## src/rtl/c7bbiu_rd_arb.sv

```systemverilog
// c7bbiu_rd_arb
// Read-channel arbiter of the BIU. Shares one AXI AR/R channel between the
// IFU and LSU read requesters, with one outstanding read at a time. When both
// request together, the requester that was not granted last wins. An IFU
// cancel marks the in-flight fetch as dropped. The AXI handshake still
// completes, and its response is consumed without being reported.
//
// Ports:
//   clk, resetn              clock, synchronous active-low reset
//   ifu_biu_rd_req/addr      IFU read request and address (held until ack)
//   ifu_biu_cancel           IFU cancels its pending or in-flight fetch
//   biu_ifu_rd_ack           pulse: IFU request accepted on AR
//   biu_ifu_data_valid/data/rd_err   IFU read return (err qualifies valid)
//   lsu_biu_rd_req/addr      LSU read request and address
//   biu_lsu_rd_ack/data_valid/data/rd_err   LSU counterparts
//   biu_ext_ar_*/ext_biu_ar_ready   AXI read address channel
//   ext_biu_r_*/biu_ext_r_ready     AXI read data channel
module c7bbiu_rd_arb #(
  parameter int ADDR_W = 32,
  parameter int DATA_W = 32,
  parameter int ID_W   = 4,
  parameter int IFU_ID = 0,
  parameter int LSU_ID = 1
) (
  input  logic              clk,
  input  logic              resetn,
  input  logic              ifu_biu_rd_req,
  input  logic [ADDR_W-1:0] ifu_biu_rd_addr,
  input  logic              ifu_biu_cancel,
  output logic              biu_ifu_rd_ack,
  output logic              biu_ifu_data_valid,
  output logic [DATA_W-1:0] biu_ifu_data,
  output logic              biu_ifu_rd_err,
  input  logic              lsu_biu_rd_req,
  input  logic [ADDR_W-1:0] lsu_biu_rd_addr,
  output logic              biu_lsu_rd_ack,
  output logic              biu_lsu_data_valid,
  output logic [DATA_W-1:0] biu_lsu_data,
  output logic              biu_lsu_rd_err,
  output logic              biu_ext_ar_valid,
  input  logic              ext_biu_ar_ready,
  output logic [ID_W-1:0]   biu_ext_ar_id,
  output logic [ADDR_W-1:0] biu_ext_ar_addr,
  output logic [7:0]        biu_ext_ar_len,
  output logic [2:0]        biu_ext_ar_size,
  output logic [1:0]        biu_ext_ar_burst,
  input  logic              ext_biu_r_valid,
  output logic              biu_ext_r_ready,
  input  logic [ID_W-1:0]   ext_biu_r_id,
  input  logic [DATA_W-1:0] ext_biu_r_data,
  input  logic              ext_biu_r_last,
  input  logic [1:0]        ext_biu_r_resp
);

  localparam logic [ID_W-1:0] IFU_ID_L = ID_W'(IFU_ID);
  localparam logic [ID_W-1:0] LSU_ID_L = ID_W'(LSU_ID);

  typedef enum logic [1:0] {S_IDLE, S_AR, S_R} state_t;

  state_t            state_reg, state_next;
  logic              last_grant_reg, last_grant_next;  // 0 = IFU, 1 = LSU
  logic              owner_reg, owner_next;            // 0 = IFU, 1 = LSU
  logic              drop_reg, drop_next;
  logic [ADDR_W-1:0] ar_addr_reg, ar_addr_next;
  logic [ID_W-1:0]   ar_id_reg, ar_id_next;
  logic              ifu_dv_reg, ifu_dv_next, lsu_dv_reg, lsu_dv_next;
  logic              ifu_err_reg, ifu_err_next, lsu_err_reg, lsu_err_next;
  logic [DATA_W-1:0] ifu_data_reg, ifu_data_next, lsu_data_reg, lsu_data_next;

  logic ifu_elig, lsu_elig, grant_lsu, ifu_cancel_hit, ar_hs, r_done;

  // A cancelling IFU is not eligible. On a tie the requester that was not
  // granted last wins.
  assign ifu_elig       = ifu_biu_rd_req & ~ifu_biu_cancel;
  assign lsu_elig       = lsu_biu_rd_req;
  assign grant_lsu      = lsu_elig & (~ifu_elig | ~last_grant_reg);
  assign ifu_cancel_hit = ~owner_reg & ifu_biu_cancel;
  assign ar_hs          = (state_reg == S_AR) & ext_biu_ar_ready;
  assign r_done         = (state_reg == S_R) & ext_biu_r_valid &
                          (ext_biu_r_id == ar_id_reg) & ext_biu_r_last;

  always_comb begin
    state_next      = state_reg;
    last_grant_next = last_grant_reg;
    owner_next      = owner_reg;
    drop_next       = drop_reg;
    ar_addr_next    = ar_addr_reg;
    ar_id_next      = ar_id_reg;
    ifu_dv_next     = 1'b0;
    lsu_dv_next     = 1'b0;
    ifu_err_next    = 1'b0;
    lsu_err_next    = 1'b0;
    ifu_data_next   = ifu_data_reg;
    lsu_data_next   = lsu_data_reg;
    case (state_reg)
      S_IDLE: begin
        if (ifu_elig | lsu_elig) begin
          owner_next      = grant_lsu;
          last_grant_next = grant_lsu;
          ar_addr_next    = grant_lsu ? lsu_biu_rd_addr : ifu_biu_rd_addr;
          ar_id_next      = grant_lsu ? LSU_ID_L : IFU_ID_L;
          drop_next       = 1'b0;
          state_next      = S_AR;
        end
      end
      S_AR: begin
        // The AR request cannot be retracted, so a cancel only marks it.
        if (ifu_cancel_hit) drop_next = 1'b1;
        if (ext_biu_ar_ready) state_next = S_R;
      end
      S_R: begin
        if (ifu_cancel_hit) drop_next = 1'b1;
        // Beats with a foreign ID are accepted and ignored.
        if (r_done) begin
          state_next = S_IDLE;
          if (owner_reg) begin
            lsu_dv_next   = 1'b1;
            lsu_err_next  = (ext_biu_r_resp != 2'b00);
            lsu_data_next = ext_biu_r_data;
          end else begin
            ifu_dv_next   = ~(drop_reg | ifu_biu_cancel);
            ifu_err_next  = ~(drop_reg | ifu_biu_cancel) & (ext_biu_r_resp != 2'b00);
            ifu_data_next = ext_biu_r_data;
          end
        end
      end
      default: state_next = S_IDLE;
    endcase
  end

  always_ff @(posedge clk) begin
    if (!resetn) begin
      state_reg      <= S_IDLE;
      last_grant_reg <= 1'b1;
      owner_reg      <= 1'b0;
      drop_reg       <= 1'b0;
      ar_addr_reg    <= '0;
      ar_id_reg      <= '0;
      ifu_dv_reg     <= 1'b0;
      lsu_dv_reg     <= 1'b0;
      ifu_err_reg    <= 1'b0;
      lsu_err_reg    <= 1'b0;
      ifu_data_reg   <= '0;
      lsu_data_reg   <= '0;
    end else begin
      state_reg      <= state_next;
      last_grant_reg <= last_grant_next;
      owner_reg      <= owner_next;
      drop_reg       <= drop_next;
      ar_addr_reg    <= ar_addr_next;
      ar_id_reg      <= ar_id_next;
      ifu_dv_reg     <= ifu_dv_next;
      lsu_dv_reg     <= lsu_dv_next;
      ifu_err_reg    <= ifu_err_next;
      lsu_err_reg    <= lsu_err_next;
      ifu_data_reg   <= ifu_data_next;
      lsu_data_reg   <= lsu_data_next;
    end
  end

  // The ack is combinational on the handshake. A drop or a same-cycle IFU
  // cancel suppresses it.
  assign biu_ifu_rd_ack     = ar_hs & ~owner_reg & ~drop_reg & ~ifu_biu_cancel;
  assign biu_lsu_rd_ack     = ar_hs & owner_reg & ~drop_reg;
  assign biu_ifu_data_valid = ifu_dv_reg;
  assign biu_ifu_data       = ifu_data_reg;
  assign biu_ifu_rd_err     = ifu_err_reg;
  assign biu_lsu_data_valid = lsu_dv_reg;
  assign biu_lsu_data       = lsu_data_reg;
  assign biu_lsu_rd_err     = lsu_err_reg;

  assign biu_ext_ar_valid   = (state_reg == S_AR);
  assign biu_ext_ar_id      = ar_id_reg;
  assign biu_ext_ar_addr    = ar_addr_reg;
  assign biu_ext_ar_len     = 8'd0;
  assign biu_ext_ar_size    = 3'b010;
  assign biu_ext_ar_burst   = 2'b01;
  assign biu_ext_r_ready    = (state_reg == S_R);

endmodule

```

## config.mk

```make
export PLATFORM = sky130hd
export DESIGN_NAME = c7bbiu_rd_arb
export DESIGN_NICKNAME = d
export VERILOG_FILES = /design/src/rtl/c7bbiu_rd_arb.sv
export SDC_FILE = /design/constraint.sdc
export NUM_CORES = 1
export LEC_CHECK = 0
export CAP_MARGIN = 40
export CORE_ASPECT_RATIO = 0.9
export CORE_MARGIN = 4
export CORE_UTILIZATION = 35
export DETAILED_ROUTE_END_ITERATION = 7
export PLACE_DENSITY_LB_ADDON = 0.1
export SLEW_MARGIN = 10
export SYNTH_ARGS = -nofsm -noshare
export SYNTH_HDL_FRONTEND = slang
export SYNTH_SLANG_ARGS = --single-unit
```

## constraint.sdc

```tcl
create_clock -name clk -period 1.35 [get_ports clk]
set_input_delay 0.3375 -clock clk [delete_from_list [all_inputs] [get_ports clk]]
set_output_delay 0.3375 -clock clk [all_outputs]
set_load 0.05 [all_outputs]
```

After elaboration in Yosys (flattened, before gate mapping)
Index checks and enable logic that the tools add are counted.
{"block": "totals", "mem_bits_ro": 0, "elab_cells": 66, "regBits": 109, "latch_bits": 0, "mem_bits_rw": 0, "n_memories": 0}
{"block": "classes", "n_addsub": 0, "n_mul": 0, "reduce_logical": 12, "div_mod_pow": 0, "n_mux": 10, "order_cmp": 0, "n_eq_ne": 7, "n_bitwise": 25, "n_shift": 0}
{"op": "32-bit two-way mux", "count": 1}
{"op": "3-bit AND reduction", "count": 5}
{"op": "1-bit bitwise AND", "count": 13}
{"op": "1-bit inverter", "count": 9}
{"op": "2-bit two-way mux", "count": 3}
{"op": "2-bit by 1-bit inequality test with 1-bit output (second input constant)", "count": 3}
{"op": "2-bit case mux with 3 select lines", "count": 1}
{"op": "4-bit == test", "count": 1}
{"op": "1-bit two-way mux", "count": 4}
{"op": "4-bit AND reduction", "count": 1}
{"op": "2-bit nonzero test", "count": 2}
{"op": "4-bit OR reduction", "count": 1}
{"op": "1-bit OR", "count": 3}
{"op": "2-bit by 1-bit == test with 1-bit output (second input constant)", "count": 1}
{"op": "2-bit == test (second input constant)", "count": 1}
{"op": "2-bit logical NOT", "count": 1}
{"op": "2-bit inequality test (second input constant)", "count": 1}
{"op": "1-bit case mux with 2 select lines", "count": 1}
{"op": "2-bit AND reduction", "count": 1}
{"op": "2-bit OR reduction", "count": 1}

Depth between registers and ports, before layout
{"block": "logic_depth", "ltp_word": 6, "ltp_mapped": 7, "depth_no_buf": 6}

Least setup slack after synthesis
OpenSTA, ideal clock, no wires.
{"block": "synth_path", "path_kind": "register to output", "startpoint": "register state_reg[1]", "endpoint": "output port biu_ifu_rd_ack", "slack_ps": -1485, "arrival_ps": 2497, "stages_incl_launch_ff": 5, "path_buffers": 0, "path_cell_list": "dfxtp_1 inv_1 ha_1 nand2_1 nor4_1"}
{"block": "synth_between", "elab_chain_len": 5}
{"item": "from (decl)", "line": "60", "text": "state_t state_reg, state_next;"}
{"item": "from (signal assigned)", "line": "146", "text": "state_reg <= state_next;"}
{"item": "2-bit by 1-bit == test with 1-bit output"}
{"item": "named net biu_ext_ar_valid", "line": "40", "text": "output logic biu_ext_ar_valid,"}
{"item": "1-bit bitwise AND", "line": "78", "text": "assign ar_hs = (state_reg == S_AR) & ext_biu_ar_ready;"}
{"item": "1-bit bitwise AND (3 in a row)", "line": "163", "text": "assign biu_ifu_rd_ack = ar_hs & ~owner_reg & ~drop_reg & ~ifu_biu_cancel;"}
{"item": "to (decl)", "line": "30", "text": "output logic biu_ifu_rd_ack,"}
The timed path passes the listed nets, and every way through them passes these cells.

Final worst setup path
{"block": "layout_path", "startpoint": "register state_reg[1]", "endpoint": "output port biu_lsu_rd_ack"}
{"block": "layout_between", "elab_chain_len": 4}
{"item": "2-bit by 1-bit == test with 1-bit output", "line": "78"}
{"item": "1-bit bitwise AND", "line": "78"}
{"item": "1-bit bitwise AND (2 in a row)", "line": "164", "text": "assign biu_lsu_rd_ack = ar_hs & owner_reg & ~drop_reg;"}
{"item": "to (decl)", "line": "36", "text": "output logic biu_lsu_rd_ack,"}
No other way between the ends.

==> results.py <==
metrics = {
    "sta": {
        "finalWorstSetupSlack_ns": -0.3286,
        "final_max_tran_viols": 0,
        "tns_ns": -16.38,
        "finalSetupViolations": 92,
        "period_share_pct": 124.3,
        "achievable-frequency_mhz": 595.7,
        "final-hold-violation-count": 0,
        "clock-skew-final_ns": 0.008556,
        "rsz0062_at_grt": "true",
        "finalCriticalPeriod_ns": 1.679,
    },
    "setup_path": {
        "worstPathArrival_ns": 1.34,
        "critical_path_class": "reg -> out",
        "critical-path-max-stage-delay_ns": 0.33,
        "crit-reg2reg-capture": "biu_ifu_data[30]",
        "critical_path_required_ns": 1.01,
        "timing.critical_path.to": "biu_lsu_rd_ack",
        "startpoint": "state_reg[1]",
        "worstPathCellList": "inv_2, ha_4, nand2_4, nor3b_4, buf_12",
        "reg2reg_from": "state_reg[1]",
        "timing.critical_path.from_type": "flip-flop",
        "rrSetupSlack_ns": -0.32,
        "crit_end_category": "primary output",
        "largest_driver_fanout_on_the_critical_path": 2,
        "cp_slowest_cell": "sky130_fd_sc_hd__dfxtp_2",
        "worstRegToRegCells": 10,
    },
    "power": {
        "power.static_leakage_nw": 3.591,
        "worst_vdd_drop_uv": 933.6,
        "total_power_mw": 11.69,
        "cellPowerDensity_mw_per_mm2": 1289,
    },
    "global_route": {
        "globalRoute.busiestLayer": "met2",
        "grt_util_met3_pct": 5.995,
        "grt.total_usage_pct": 19.68,
        "global_route.overflow_total": 0,
        "grt_pass1_wl_um": 21750,
        "grt_start_max_net_pins": 55,
        "grt_antenna_before_repair": 1,
        "first_global_vias": 4212,
        "grt_use_met2_pct": 35.28,
        "gr-usage-met1_pct": 22.59,
    },
    "logic_synthesis": {
        "asr_flop_ratio_synth_pct": 0,
        "postSynthRegisterBits": 105,
        "synth_sequential_area_ratio_pct": 49.82,
        "syn_area_sq_mm": 0.004219,
        "synth_edf_count": 0,
        "synth.largest_area_cell": "sky130_fd_sc_hd__dfxtp_1",
        "synth.most_common_cell": "sky130_fd_sc_hd__dfxtp_1",
        "synth_top_cells_by_area": "sky130_fd_sc_hd__dfxtp_1 50%, sky130_fd_sc_hd__mux2i_1 8.1%, sky130_fd_sc_hd__nand3_1 7.7%",
        "number_of_instances_in_the_synthesized_netlist": 466,
        "dominantRegCellSynth": "sky130_fd_sc_hd__dfxtp_1",
        "post_synth_num_cell_types": 36,
        "synth_warnings": 0,
        "synth_area_per_cell_sq_um": 9.054,
        "yosys.area.top_type_share_pct": 49.82,
        "synth_top_cells_by_count": "105 x sky130_fd_sc_hd__dfxtp_1, 65 x sky130_fd_sc_hd__nand3_1, 62 x sky130_fd_sc_hd__o21ai_1",
    },
    "clocking": {
        "clock_sinks": 105,
        "max-clock-path-buffers": 2,
        "clock_latency_ns": 0.34,
        "clk_pin_slew_ns": 0.07,
        "cts-root-buf": "sky130_fd_sc_hd__clkbuf_16",
        "tritoncts.num_buffers": 9,
        "htree_levels": 3,
        "cts_tree": "done",
    },
    "finish": {
        "drive_gt1_share_pct": 39.66,
        "nNetsFinal": 826,
        "antenna_diode_count": 0,
        "area_added_between_synthesis_and_finish_pct": 115.1,
    },
    "place": {
        "io_buffer_count": 214,
        "pre_cts_slack_ns": -0.5741,
        "place_congestion": 0.7918,
        "dpl.hpwl_um": 9831,
    },
    "floorplanning": {
        "die_height_um": 112.2,
        "design.portCount": 231,
        "row_count": 37,
        "horizontal_die_dimension_um": 123.7,
        "start_util_pct": 36.31,
        "die_area_sq_mm": 0.01388,
        "core_sq_mm": 0.01162,
    },
    "detailed_routing": {
        "via_per_inst": 5.076,
        "route.antenna.remaining_nets": 0,
        "detailedRoute.firstIterationViolations": 259,
        "finalWirelength_um": 17140,
        "wire_per_inst_um": 19.66,
        "drtPass1Iterations": 4,
        "num_vias": 4426,
        "drc_errors": 0,
    },
    "flow_run": {
        "timing.max_cap.violations": 0,
    },
    "status": {
        "outcome": "finished, violations left",
        "failed_checks": "setup timing",
    },
    "hold_path": {
        "hold_depth": 3,
        "min_path_type": "in -> reg",
    },
}
stage by stage:
stage	std cells	hold slack [ns]	instance area, sq um	util [%]
after detailed placement	816	0.4667	7609	65.48
after floorplan	480	0.4400	4329	-
final	872	0.3481	9074	78.09
after global placement	816	0.4540	7609	65.48
after CTS	851	0.3343	8259	71.08
after global routing	872	0.3774	9074	78.09
timing repair:
| action | in CTS | in global routing |
|---|---|---|
| buffers inserted | 13 | 8 |
| pin swaps | 10 | 24 |
| resized for setup | 46 | 123 |
| setup endpoints to repair | 105 | 106 |
| hold buffers | 0 | 0 |
| cloned | 6 | 17 |
metal layers:
layer / wire length, um / vias to the layer above
li1: - / 2112
met2: 8994 / 154
met4: 313 / 2
met5: 13 / -
met1: 6735 / 2135
met3: 1083 / 23
placed cells by master (no fill, tap or decap), drive strengths merged, types with 3 or more instances in the layout:
master	count
conb	16
mux2i	34
ha	5
inv	8
a21oi	32
nor2	4
buf	156
nand4	3
o21ai	98
nand3	66
dlygate4sd2	7
a21boi	3
clkdlybuf4s50	99
nand2	41
clkbuf	20
dfxtp	105
kinds of logic after synthesis:
family,Yosys count,synth area share [%]
fa+ha+maj,5,1.483
mux,34,8.067
flops,105,49.82
compound gates,136,16.76
xor+xnor,1,0.2076
buf+inv,58,8.244
simple gates,125,15.24
other cells,2,0.1780
power breakdown:
part	switching (mW)	internal, mW
clock	1.25	1.29
combinational	2.66	2.66
sequential	0.373	3.45
total	4.29	7.41
worst min path at each step:
stage                              start                   to  slack [ns]
final                             resetn  biu_ext_ar_addr[29]        0.35
after global placement    last_grant_reg       last_grant_reg        0.45
after global routing              resetn  biu_ext_ar_addr[29]        0.38
after floorplan           last_grant_reg       last_grant_reg        0.44
after CTS                         resetn  biu_ext_ar_addr[29]        0.33
after detailed placement  last_grant_reg       last_grant_reg        0.47
worst max-delay path, delay by kind of cell, from the launching register on:
family	cells	cell delay (ns)
adders and majority gates	1	0.15
buffers and inverters	2	0.23
DFF	1	0.33
and+or+nand+nor	2	0.29
cell type report:
cell class                 instances  area [sq um]
clock buffer                       9         225.2
clock inverter                     7         58.81
fill                             720          2546
inverter                           3         11.26
multi-input combinational        317          2337
sequential                       105          2112
tap                              156         195.2
timing repair buffer             275          4134
Note: power is estimated with default switching activity, not from simulation.
